**config.mk**
```make
export PLATFORM = sky130hd
export DESIGN_NAME = mem_bus_arbiter
export DESIGN_NICKNAME = d
export VERILOG_FILES = /design/src/rtl/mem_bus_arbiter_pkg.sv /design/src/rtl/mem_bus_m1_buffer.sv /design/src/rtl/mem_bus_arbiter.sv
export SDC_FILE = /design/constraint.sdc
export NUM_CORES = 1
export LEC_CHECK = 0
export CAP_MARGIN = 5
export CORE_AREA = 2 2 251 253
export CTS_CLUSTER_SIZE = 40
export DETAILED_ROUTE_END_ITERATION = 10
export DIE_AREA = 0 0 253 255
export DONT_BUFFER_PORTS = 1
export PLACE_DENSITY = 0.38
export SKIP_LAST_GASP = 1
export SLEW_MARGIN = 20
export SYNTH_ARGS = -nofsm -noshare
export SYNTH_HDL_FRONTEND = slang
export SYNTH_SLANG_ARGS = --single-unit
```
**constraint.sdc**
```tcl
create_clock -name clk -period 1.7 [get_ports clk]
set_input_delay 0.255 -clock clk [delete_from_list [all_inputs] [get_ports clk]]
set_output_delay 0.255 -clock clk [all_outputs]
set_load 0.01 [all_outputs]
```
**src/rtl/mem_bus_arbiter_pkg.sv**
```systemverilog
// Shared types and constants for the two-master memory bus arbiter.
// Provides a fallback `Ram_base when the platform header has not defined it.
`ifndef Ram_base
`define Ram_base 64'h0000_0000_8000_0000
`endif

package mem_bus_arbiter_pkg;

    localparam int BUS_AW = 64;
    localparam int BUS_DW = 64;

    typedef enum logic [1:0] {
        EMPTY   = 2'd0,
        FULL    = 2'd1,
        RD_WAIT = 2'd2
    } m1_state_e;

    localparam logic OWN_CORE = 1'b0;
    localparam logic OWN_M1   = 1'b1;

endpackage

```
**src/rtl/mem_bus_m1_buffer.sv**
```systemverilog
// One-entry request buffer and sequencing FSM for the secondary bus master.
// The buffered request is issued only when the top asserts issue.
module mem_bus_m1_buffer
    import mem_bus_arbiter_pkg::*;
#(
    parameter int AW = BUS_AW,
    parameter int DW = BUS_DW
) (
    input  logic          clk,
    input  logic          reset,
    input  logic          m1_valid,
    input  logic          m1_write,
    input  logic [AW-1:0] m1_address,
    input  logic [DW-1:0] m1_write_data,
    input  logic          issue,
    output logic          m1_ready,
    output logic          buf_full,
    output logic          buf_write,
    output logic [AW-1:0] buf_addr,
    output logic [DW-1:0] buf_data,
    output logic          rd_wait,
    output logic          wdone
);

    m1_state_e     state_q, state_d;
    logic          write_q, write_d;
    logic [AW-1:0] addr_q, addr_d;
    logic [DW-1:0] data_q, data_d;
    logic          wdone_q, wdone_d;

    // NOTE: every always_comb target gets a default first so no path leaves it unassigned (no latches).
    always_comb begin
        state_d = state_q;
        write_d = write_q;
        addr_d  = addr_q;
        data_d  = data_q;
        wdone_d = 1'b0;
        case (state_q)
            EMPTY: begin
                if (m1_valid) begin
                    write_d = m1_write;
                    addr_d  = m1_address;
                    data_d  = m1_write_data;
                    state_d = FULL;
                end
            end
            FULL: begin
                if (issue) begin
                    if (write_q) begin
                        state_d = EMPTY;
                        wdone_d = 1'b1;
                    end else begin
                        state_d = RD_WAIT;
                    end
                end
            end
            RD_WAIT: state_d = EMPTY;
            default: state_d = EMPTY;
        endcase
    end

    // NOTE: sequential state uses non-blocking assignments so every flop samples pre-edge values.
    always_ff @(posedge clk or negedge reset) begin
        if (!reset) begin
            state_q <= EMPTY;
            write_q <= 1'b0;
            addr_q  <= '0;
            data_q  <= '0;
            wdone_q <= 1'b0;
        end else begin
            state_q <= state_d;
            write_q <= write_d;
            addr_q  <= addr_d;
            data_q  <= data_d;
            wdone_q <= wdone_d;
        end
    end

    // Ready depends on registered state only, never on m1_valid.
    assign m1_ready  = (state_q == EMPTY);
    assign buf_full  = (state_q == FULL);
    assign rd_wait   = (state_q == RD_WAIT);
    assign buf_write = write_q;
    assign buf_addr  = addr_q;
    assign buf_data  = data_q;
    assign wdone     = wdone_q;

endmodule

```
**src/rtl/mem_bus_arbiter.sv**
```systemverilog
// Shares the RAM/MMIO bus between the core (absolute priority) and a buffered secondary master.
// Optional performance counters are enabled with `define MEM_BUS_ARB_PERF_EN.
module mem_bus_arbiter
    import mem_bus_arbiter_pkg::*;
#(
    parameter int            AW        = BUS_AW,
    parameter int            DW        = BUS_DW,
    parameter logic [AW-1:0] IDLE_ADDR = `Ram_base
) (
    input  logic          clk,
    input  logic          reset,
    input  logic [AW-1:0] m0_address,
    input  logic [DW-1:0] m0_write_data,
    input  logic          m0_write_enable,
    input  logic          m0_read_enable,
    output logic [DW-1:0] m0_read_data,
    input  logic          m1_valid,
    output logic          m1_ready,
    input  logic          m1_write,
    input  logic [AW-1:0] m1_address,
    input  logic [DW-1:0] m1_write_data,
    output logic          m1_rvalid,
    output logic [DW-1:0] m1_read_data,
    output logic          m1_wdone,
    output logic [AW-1:0] s_address,
    output logic [AW-1:0] s_address_cache,
    output logic [DW-1:0] s_write_data,
    output logic          s_write_enable,
    output logic          s_read_enable,
`ifdef MEM_BUS_ARB_PERF_EN
    output logic [31:0]   perf_m0_cnt,
    output logic [31:0]   perf_m1_cnt,
    output logic [31:0]   perf_m1_block_cnt,
`endif
    input  logic [DW-1:0] s_read_data
);

    logic          core_req;
    logic          issue;
    logic          buf_full;
    logic          buf_write;
    logic [AW-1:0] buf_addr;
    logic [DW-1:0] buf_data;
    logic          rd_wait;

    logic          rd_owner_q, rd_owner_d;
    logic [DW-1:0] m1_read_data_q, m1_read_data_d;
    logic          m1_rvalid_q, m1_rvalid_d;

    assign core_req = m0_read_enable | m0_write_enable;
    assign issue    = buf_full & ~core_req;

    mem_bus_m1_buffer #(
        .AW (AW),
        .DW (DW)
    ) u_m1_buffer (
        .clk           (clk),
        .reset         (reset),
        .m1_valid      (m1_valid),
        .m1_write      (m1_write),
        .m1_address    (m1_address),
        .m1_write_data (m1_write_data),
        .issue         (issue),
        .m1_ready      (m1_ready),
        .buf_full      (buf_full),
        .buf_write     (buf_write),
        .buf_addr      (buf_addr),
        .buf_data      (buf_data),
        .rd_wait       (rd_wait),
        .wdone         (m1_wdone)
    );

    always_comb begin
        s_address      = IDLE_ADDR;
        s_write_data   = '0;
        s_write_enable = 1'b0;
        s_read_enable  = 1'b0;
        if (core_req) begin
            s_address      = m0_address;
            s_write_data   = m0_write_data;
            s_write_enable = m0_write_enable;
            s_read_enable  = m0_read_enable;
        end else if (buf_full) begin
            s_address      = buf_addr;
            s_write_data   = buf_data;
            s_write_enable = buf_write;
            s_read_enable  = ~buf_write;
        end
    end

    assign s_address_cache = s_address >> 2;
    assign m0_read_data    = s_read_data;

    // The owner tag marks who launched the read whose data is on s_read_data this cycle.
    always_comb begin
        rd_owner_d     = rd_owner_q;
        m1_read_data_d = m1_read_data_q;
        m1_rvalid_d    = 1'b0;
        if (m0_read_enable) begin
            rd_owner_d = OWN_CORE;
        end else if (issue && !buf_write) begin
            rd_owner_d = OWN_M1;
        end
        if (rd_wait && rd_owner_q == OWN_M1) begin
            m1_read_data_d = s_read_data;
            m1_rvalid_d    = 1'b1;
        end
    end

    always_ff @(posedge clk or negedge reset) begin
        if (!reset) begin
            rd_owner_q     <= OWN_CORE;
            m1_read_data_q <= '0;
            m1_rvalid_q    <= 1'b0;
        end else begin
            rd_owner_q     <= rd_owner_d;
            m1_read_data_q <= m1_read_data_d;
            m1_rvalid_q    <= m1_rvalid_d;
        end
    end

    assign m1_read_data = m1_read_data_q;
    assign m1_rvalid    = m1_rvalid_q;

`ifdef MEM_BUS_ARB_PERF_EN
    logic [31:0] perf_m0_q, perf_m0_d;
    logic [31:0] perf_m1_q, perf_m1_d;
    logic [31:0] perf_blk_q, perf_blk_d;

    always_comb begin
        perf_m0_d  = perf_m0_q  + {31'd0, core_req};
        perf_m1_d  = perf_m1_q  + {31'd0, issue};
        perf_blk_d = perf_blk_q + {31'd0, buf_full & core_req};
    end

    always_ff @(posedge clk or negedge reset) begin
        if (!reset) begin
            perf_m0_q  <= '0;
            perf_m1_q  <= '0;
            perf_blk_q <= '0;
        end else begin
            perf_m0_q  <= perf_m0_d;
            perf_m1_q  <= perf_m1_d;
            perf_blk_q <= perf_blk_d;
        end
    end

    assign perf_m0_cnt       = perf_m0_q;
    assign perf_m1_cnt       = perf_m1_q;
    assign perf_m1_block_cnt = perf_blk_q;
`endif

endmodule

```
Word-level counts from Yosys, hierarchy flattened

Index checks and enable logic that the tools add are counted.
Widths: inputs -> output; s select.

Register bits after elaboration: 198
Input bits: 326

Eq/ne operators: 4
Muxes and demuxes: 18
Bitwise logic cells: 4
Reductions and logical operators: 7

Operator list:

| operator           | number |
|---|---|
| $mux 64            | 4 |
| $mux 1             | 10 |
| $mux 2             | 3 |
| $ne 2x2->1 const B | 2 |
| $pmux 2 s2         | 1 |
| $reduce_and 2->1   | 2 |
| $eq 2x1->1 const B | 1 |
| $eq 2x2->1 const B | 1 |
| $logic_and 1x1->1  | 2 |
| $logic_not 2->1    | 1 |
| $not 1->1          | 2 |
| $reduce_bool 2->1  | 1 |
| $and 1x1->1        | 1 |
| $logic_not 1->1    | 1 |
| $or 1x1->1         | 1 |

Depth between registers and ports, before layout

Gate-level depths: netlist of the first run.

Depth in word-level cells: 6
Gate-level depth with buffers: 6
Gate-level depth less buffers: 2

Modules after synthesis

From an unflattened synthesis of the first run, not the netlist that was laid out.

Cell total of the unflattened synthesis: 1001
Area, all modules: 10600.2 µm²

By module, submodules not included:

| module            | times used | cells each | area an instance (µm²) | seq. area each (µm²) |
|---|---|---|---|---|
| mem_bus_arbiter   | 1          | 717        | 5619.1                 | 1651.6 |
| mem_bus_m1_buffer | 1          | 284        | 4981.0                 | 3303.2 |

Least setup slack after synthesis of the first run

OpenSTA, ideal clock, no wires.

Path type: register to output
Start: register u_m1_buffer.state_q[1]
End: output s_address_cache[34]
Arrival: 1.463 ns
Required time: 1.445 ns
Slack: -0.018 ns
Cell stages (with the launch flop): 7
Path buffers: 4
Cell sequence: dfrtp_1 -> buf_6 -> nor4b_2 -> buf_4 -> clkbuf_4 -> a22o_1 -> buf_4

Cells in the longest elaborated chain, start to end: 3

RTL lines:

| what                   | RTL line                | text |
|---|---|---|
| start, declared        | mem_bus_m1_buffer.sv:25 | `m1_state_e state_q, state_d;` |
| start signal, assigned | mem_bus_m1_buffer.sv:71 | `state_q <= state_d;` |
| $eq 2x1->1             | mem_bus_m1_buffer.sv:81 | `assign buf_full = (state_q == FULL);` |
| $mux 64                | mem_bus_arbiter.sv:83   | `end else if (buf_full) begin` |
| $mux 64                | mem_bus_arbiter.sv:78   | `if (core_req) begin` |
| end, declared          | mem_bus_arbiter.sv:26   | `output logic [AW-1:0] s_address_cache,` |

No other way between the ends.

Worst setup path in the final report of the first run

Start: register u_m1_buffer.state_q[0]
End: output s_address_cache[57]

Same word-level chain as after synthesis.

==> metrics, run 1 <==
run status finished with violations; violated checks negative hold slack, negative setup slack; setup ws final -543 ps; headroom to the max-slew limit 0.528; drt drc 0; remaining number of nets flagged by the antenna check after routing 0; # clock sinks 198; Root Buffer Master sky130_fd_sc_hd__clkbuf_16; Clock transition at path regs 90 ps; fill cell total of the finished layout 6472; total routed wirelength 34800 um; most used cells in the layout excluding fill and tap cells sky130_fd_sc_hd__dlygate4sd3_1, sky130_fd_sc_hd__dfrtp_1, sky130_fd_sc_hd__mux2_4; Initial Util 0.165; Yosys cell types 27; arrival time at the worst endpoint 1990 ps; warnings from Yosys 0; worst min-delay path class in2async; dpl cells 1399; most utilized layer in the global route result met2; total of hold buffers inserted after clock tree synthesis 198; final non-filler cell total 1677; Non-Filler Cell Area, Final 0.0146 sq mm; final count of pins violating max slew 0; Initial DRT Pass Iterations 4; crit path launch type register; Nets 1190; required time reported for the critical path endpoint 1440 ps; clock tree from TritonCTS done; post-synthesis sequential area ratio 0.483; post-route core utilization 0.235; Finish-stage setup viols 374; DR vias/cell 3.86; Die Outline Area 0.0645 sq mm; skew final 22.1 ps; setup repair after global routing missed its margin true; number of antenna violations at the first check in global routing 2; total number of vias 6480; average wire length per cell after detail routing 20.8 um; routability congestion estimate 0.736; number of buffers created by CTS 17; Post-Syn Instances 718; wire length of the first global-routing pass 47400 um; critical path type reg2out; share of synthesized registers carrying an async set or reset 1.00; Leakage Power 0.00614 uW; Area Overhead vs Synth 42.6%; Critical Path Sink Type output port; max_cap viols 0; GRT Residual Overflow 0; worst slew pin tran 708 ps; biggest fanout along the worst timing path 6; Synth Register Bits 198; pwr/cell area 1350 mW/mm^2; Global Route Usage Sum 0.102; post-detailed-placement half-perimeter wirelength 21900 um; number of H-tree levels 4; via count of the first global-routing pass 7016; max frequency 446 MHz; final critical-path share of the clock period 1.32; setup total negative slack -120420 ps; minimum clock period 2240 ps; clock network latency to the later pin of the worst-skew pair 480 ps; met1 track demand over resource in global routing 0.116; netlist area before placement 0.0103 sq mm; most used flip-flop cell after synthesis sky130_fd_sc_hd__dfrtp_1; fraction of final layout cells with drive strength greater than 1 0.482; horizontal die dimension 253 um; hold violation total from the final report 198; Vert. Die Dim 255 um; 1st-iter DRT viols 281; instance area after placement 0.0105 sq mm; VDD IR-drop max 0.651 mV; global routing met2 resource utilization 0.169; met3 usage 0.0383; number of buffers added on ports 0; Bufs on Longest Clock Path 2; Floorplan Core Area 0.0622 sq mm; # rows 92; Avg Cell Area, Syn 14.3 sq um; maximum number of pins on one net before global-route repair 199; number of synthesized flops with an enable pin 0; Hold Slack -522 ps; Boundary Pins 651
==> sequential cells by signal, summed over array words and instances, names as in the netlist <==
name                   flops
m1_read_data              64
u_m1_buffer.buf_addr      64
u_m1_buffer.buf_data      64
u_m1_buffer.state_q        2
m1_rvalid                  1
rd_owner_q                 1
u_m1_buffer.buf_write      1
u_m1_buffer.wdone          1
==> critical path, stage by stage, from the launching register on <==
cell                      delay, ps
sky130_fd_sc_hd__dfrtp_1        410
sky130_fd_sc_hd__nor4b_4        140
sky130_fd_sc_hd__buf_6          130
sky130_fd_sc_hd__buf_12         140
sky130_fd_sc_hd__buf_12         140
sky130_fd_sc_hd__buf_16         140
sky130_fd_sc_hd__a22o_4         230
sky130_fd_sc_hd__buf_4          140
==> cells by family after synthesis <==
family                 share of synthesized area
other                                   0.000366
and+or+nand+nor                          0.00928
muxes                                      0.249
AOI/OAI and AO/OA                          0.112
DFF                                        0.483
buffers and inverters                      0.147
==> worst paths after layout <==
check | end | cells after the start | startpoint | slack [ps]
max | s_address_cache[57] | 7 | u_m1_buffer.state_q[0] | -540
min | m1_read_data[40] | 0 | reset | -520
max reg2reg | u_m1_buffer.buf_addr[7] | 9 | u_m1_buffer.state_q[1] | -340
min reg2reg | rd_owner_q | 1 | rd_owner_q | 500
max in group asynchronous | u_m1_buffer.buf_addr[59] | 0 | reset | 1620
min in group clk | u_m1_buffer.state_q[0] | 2 | m0_write_enable | 90
==> repair_timing <==
item | in CTS | in global routing
cloned | 14 | 2
resized for setup | 105 | 83
setup endpoints to repair | 315 | 373
hold endpoints to repair | 395 | 198
buffers inserted | 21 | 16
pin swaps | 9 | 11
==> layer usage <==
layer  routed length [um]  part of all wire
met1                13900              0.40
met2                17400              0.50
met5                   16           0.00046
met4                  972             0.028
met3                 2540             0.073
==> Yosys cell counts, types with 2 or more instances <==
| cell | number | area share |
|---|---|---|
| sky130_fd_sc_hd__a22o_1 | 127 | 0.11 |
| sky130_fd_sc_hd__buf_1 | 7 | 0.0026 |
| sky130_fd_sc_hd__buf_12 | 11 | 0.021 |
| sky130_fd_sc_hd__buf_2 | 5 | 0.0024 |
| sky130_fd_sc_hd__buf_4 | 141 | 0.10 |
| sky130_fd_sc_hd__buf_6 | 13 | 0.014 |
| sky130_fd_sc_hd__dfrtp_1 | 198 | 0.48 |
| sky130_fd_sc_hd__inv_1 | 4 | 0.0015 |
| sky130_fd_sc_hd__mux2_1 | 10 | 0.011 |
| sky130_fd_sc_hd__mux2_2 | 83 | 0.091 |
| sky130_fd_sc_hd__mux2_4 | 100 | 0.15 |
| sky130_fd_sc_hd__nor2_1 | 3 | 0.0011 |
| sky130_fd_sc_hd__nor4b_1 | 2 | 0.0017 |
==> cell type report <==
class,instances,area (sq um),share of cell area
timing repair buffer,305,3680,0.252
antenna,1,2.50,0.000171
clock inverter,15,168,0.0115
inverter,4,15.0,0.00103
tap,799,1000,0.0684
sequential,198,4950,0.339
multi-input combinational,338,4370,0.299
clock buffer,17,425,0.0291
==> power by group <==
| part | internal, uW | switching, uW | leakage [uW] |
|---|---|---|---|
| clock | 2200 | 2070 | 0.000284 |
| combinational | 4430 | 2260 | 0.00353 |
| sequential | 6840 | 1940 | 0.00232 |
| total | 13500 | 6270 | 0.00614 |
==> through the flow <==
stage                     hold slack (ps)  power, uW  worst slack, ps
after floorplan                     -40.6      12800             2.10
after global placement              -35.9      13700             -194
after detailed placement            -36.3      13700             -196
after CTS                            -590      19700             -592
after global routing                 -589      20800             -663
final                                -522      19800             -543
(Power assumes the default switching activity.)
==> run 2, diff against run 1 <==
--- a/config.mk
+++ b/config.mk
@@ -11,6 +11,7 @@
 export DETAILED_ROUTE_END_ITERATION = 10
 export DIE_AREA = 0 0 253 255
 export DONT_BUFFER_PORTS = 1
+export HOLD_SLACK_MARGIN = 0.15
 export PLACE_DENSITY = 0.38
 export SKIP_LAST_GASP = 1
 export SLEW_MARGIN = 20
==> run 2 against run 1 <==
  * Critical path depth is the same
  * Via count grew 0.45%
  * Wire length about the same
  * Non-clock buffer count is 1 higher
  * Sequential cell count stayed put
  * Largest cell class unchanged
  * The run still ends with negative hold slack, negative setup slack left
  * Die area unchanged
==> metrics, run 2 (synthesis gave the netlist of run 1 again) <==
run status finished with violations; violated checks negative hold slack, negative setup slack; DR vias/cell 3.88 (+0.39%); Finish-stage setup viols 374 (unchanged); remaining number of nets flagged by the antenna check after routing 0 (unchanged); met2 layer wire length in the routed design 17400 um (+0.21%); critical path type reg2out; total number of vias 6509 (+0.45%); Hold Slack -522 ps (+0.107 ps); Area Overhead vs Synth 42.7% (about the same); maximum number of pins on one net before global-route repair 199 (unchanged); final non-filler cell total 1678 (+0.060%); Root Buffer Master sky130_fd_sc_hd__clkbuf_16; Global Route Usage Sum 0.102 (about the same); clock tree from TritonCTS done; instance area after placement 0.0105 sq mm (unchanged); post-detailed-placement half-perimeter wirelength 21900 um (unchanged); average wire length per cell after detail routing 20.7 um (-0.14%); VDD IR-drop max 0.650 mV (about the same); 1st-iter DRT viols 303 (+7.8%); setup ws final -544 ps (-0.950 ps); hold violation total from the final report 198 (unchanged); arrival time at the worst endpoint 1990 ps (about the same); crit path launch type register; required time reported for the critical path endpoint 1440 ps (about the same); number of buffers created by CTS 17 (unchanged); number of antenna violations at the first check in global routing 2 (unchanged); total of hold buffers inserted after clock tree synthesis 199 (+0.51%); headroom to the max-slew limit 0.543 (+0.0149); wire length of the first global-routing pass 47400 um (about the same); routability congestion estimate 0.736 (unchanged); Clock transition at path regs 90 ps (about the same); total routed wirelength 34800 um (about the same); post-route core utilization 0.235 (about the same); via count of the first global-routing pass 7019 (+0.043%); pwr/cell area 1350 mW/mm^2 (about the same); start point of the critical path u_m1_buffer.state_q[0]; setup slack at placement -196 ps (unchanged); number of buffers added on ports 0 (unchanged); clock network latency to the later pin of the worst-skew pair 480 ps (about the same); Initial Util 0.165 (unchanged); power after layout 19800 uW (about the same); number of H-tree levels 4 (unchanged); sum of met3 wire segment lengths after detailed routing 2530 um (-0.55%); worst min-delay path class in2async; fraction of final layout cells with drive strength greater than 1 0.482 (-0.000549); Vert. Die Dim 255 um (unchanged); # rows 92 (unchanged); final count of pins violating max slew 0 (unchanged); Critical Path Sink Type output port; worst slew pin tran 686 ps (-22.3 ps); most used cells in the layout excluding fill and tap cells sky130_fd_sc_hd__dlygate4sd3_1, sky130_fd_sc_hd__dfrtp_1, sky130_fd_sc_hd__mux2_4; final critical-path share of the clock period 1.32 (about the same); Crit Reg-Reg Startpoint u_m1_buffer.state_q[1]; max_cap viols 0 (unchanged); Floorplan Core Area 0.0622 sq mm (unchanged); Non-Filler Cell Area, Final 0.0146 sq mm (about the same); GRT Residual Overflow 0 (unchanged); biggest fanout along the worst timing path 6 (unchanged); Leakage Power 0.00614 uW (about the same); DR top layer met5; Bufs on Longest Clock Path 2 (unchanged); Die Outline Area 0.0645 sq mm (unchanged); setup repair after global routing missed its margin true; horizontal die dimension 253 um (unchanged); Nets 1191 (+0.084%); drt drc 0 (unchanged); most common cell after layout, fill and taps aside sky130_fd_sc_hd__dlygate4sd3_1; minimum clock period 2240 ps (+0.950 ps); # clock sinks 198 (unchanged); skew final 22.2 ps (+0.136 ps); max frequency 446 MHz (about the same); Initial DRT Pass Iterations 4 (unchanged); dpl cells 1399 (unchanged); M1 WL 13900 um (-0.37%); Boundary Pins 651 (unchanged)
==> run 2: cell count changes in the layout (fill, tap and decap cells not counted) <==
cell / change
sky130_fd_sc_hd__dlygate4sd3_1: +1
==> run 2: timing repair <==
item | 4_1_cts | 5_1_grt
endpoints found under the hold margin | 395 | 198
endpoints found under the setup margin | 315 | 373
setup buffers | 21 | 16
pin swaps | 9 | 11
cloned | 14 | 2
gates resized for setup | 105 | 83
==> run 2: metrics by stage <==
stage / hold slack (ps) / TNS [ps]
detailed placement: -36.3 / -17860
global placement: -35.9 / -16550
finish: -522 / -120660
floorplan: -40.6 / 0
global route: -589 / -154470
CTS: -590 / -119080
==> run 2: worst paths after layout <==
kind | end | slack (ps) | depth (start not counted)
max in group asynchronous | u_m1_buffer.buf_addr[59] | 1630 | 0
setup / recovery | s_address_cache[57] | -540 | 7
hold / removal | m1_read_data[40] | -520 | 0
min in group clk | u_m1_buffer.state_q[1] | 390 | 2
setup reg to reg | u_m1_buffer.buf_addr[7] | -340 | 9
hold reg to reg | rd_owner_q | 500 | 1
==> run 2: metal layers <==
metal / global-route usage / vias to the layer above
li1: - / 2782
met5: 0 / -
met3: 0.0383 / 41
met2: 0.169 / 347
met1: 0.116 / 3337
met4: 0.0448 / 2
==> run 2: worst max-delay path, stage by stage, from the launching register on <==
cell                      delay [ps]
sky130_fd_sc_hd__dfrtp_1         410
sky130_fd_sc_hd__nor4b_4         140
sky130_fd_sc_hd__buf_6           130
sky130_fd_sc_hd__buf_12          140
sky130_fd_sc_hd__buf_12          140
sky130_fd_sc_hd__buf_16          140
sky130_fd_sc_hd__a22o_4          230
sky130_fd_sc_hd__buf_4           140
==> run 2: layout make-up <==
cell class | instances | area [sq um]
Timing Repair Buffer | 306 | 3690
Inverter | 4 | 15.0
Antenna cell | 1 | 2.50
Clock inverter | 15 | 168
Clock buffer | 17 | 425
Sequential cell | 198 | 4950
Fill cell | 6469 | 47500
Multi-Input combinational cell | 338 | 4370
Tap cell | 799 | 1000
==> run 2: report_power, final <==
group	leakage [uW]	total [uW]	internal, uW	switching, uW
clock	0.000284	4270	2200	2070
sequential	0.00232	8780	6840	1940
combinational	0.00354	6710	4440	2270
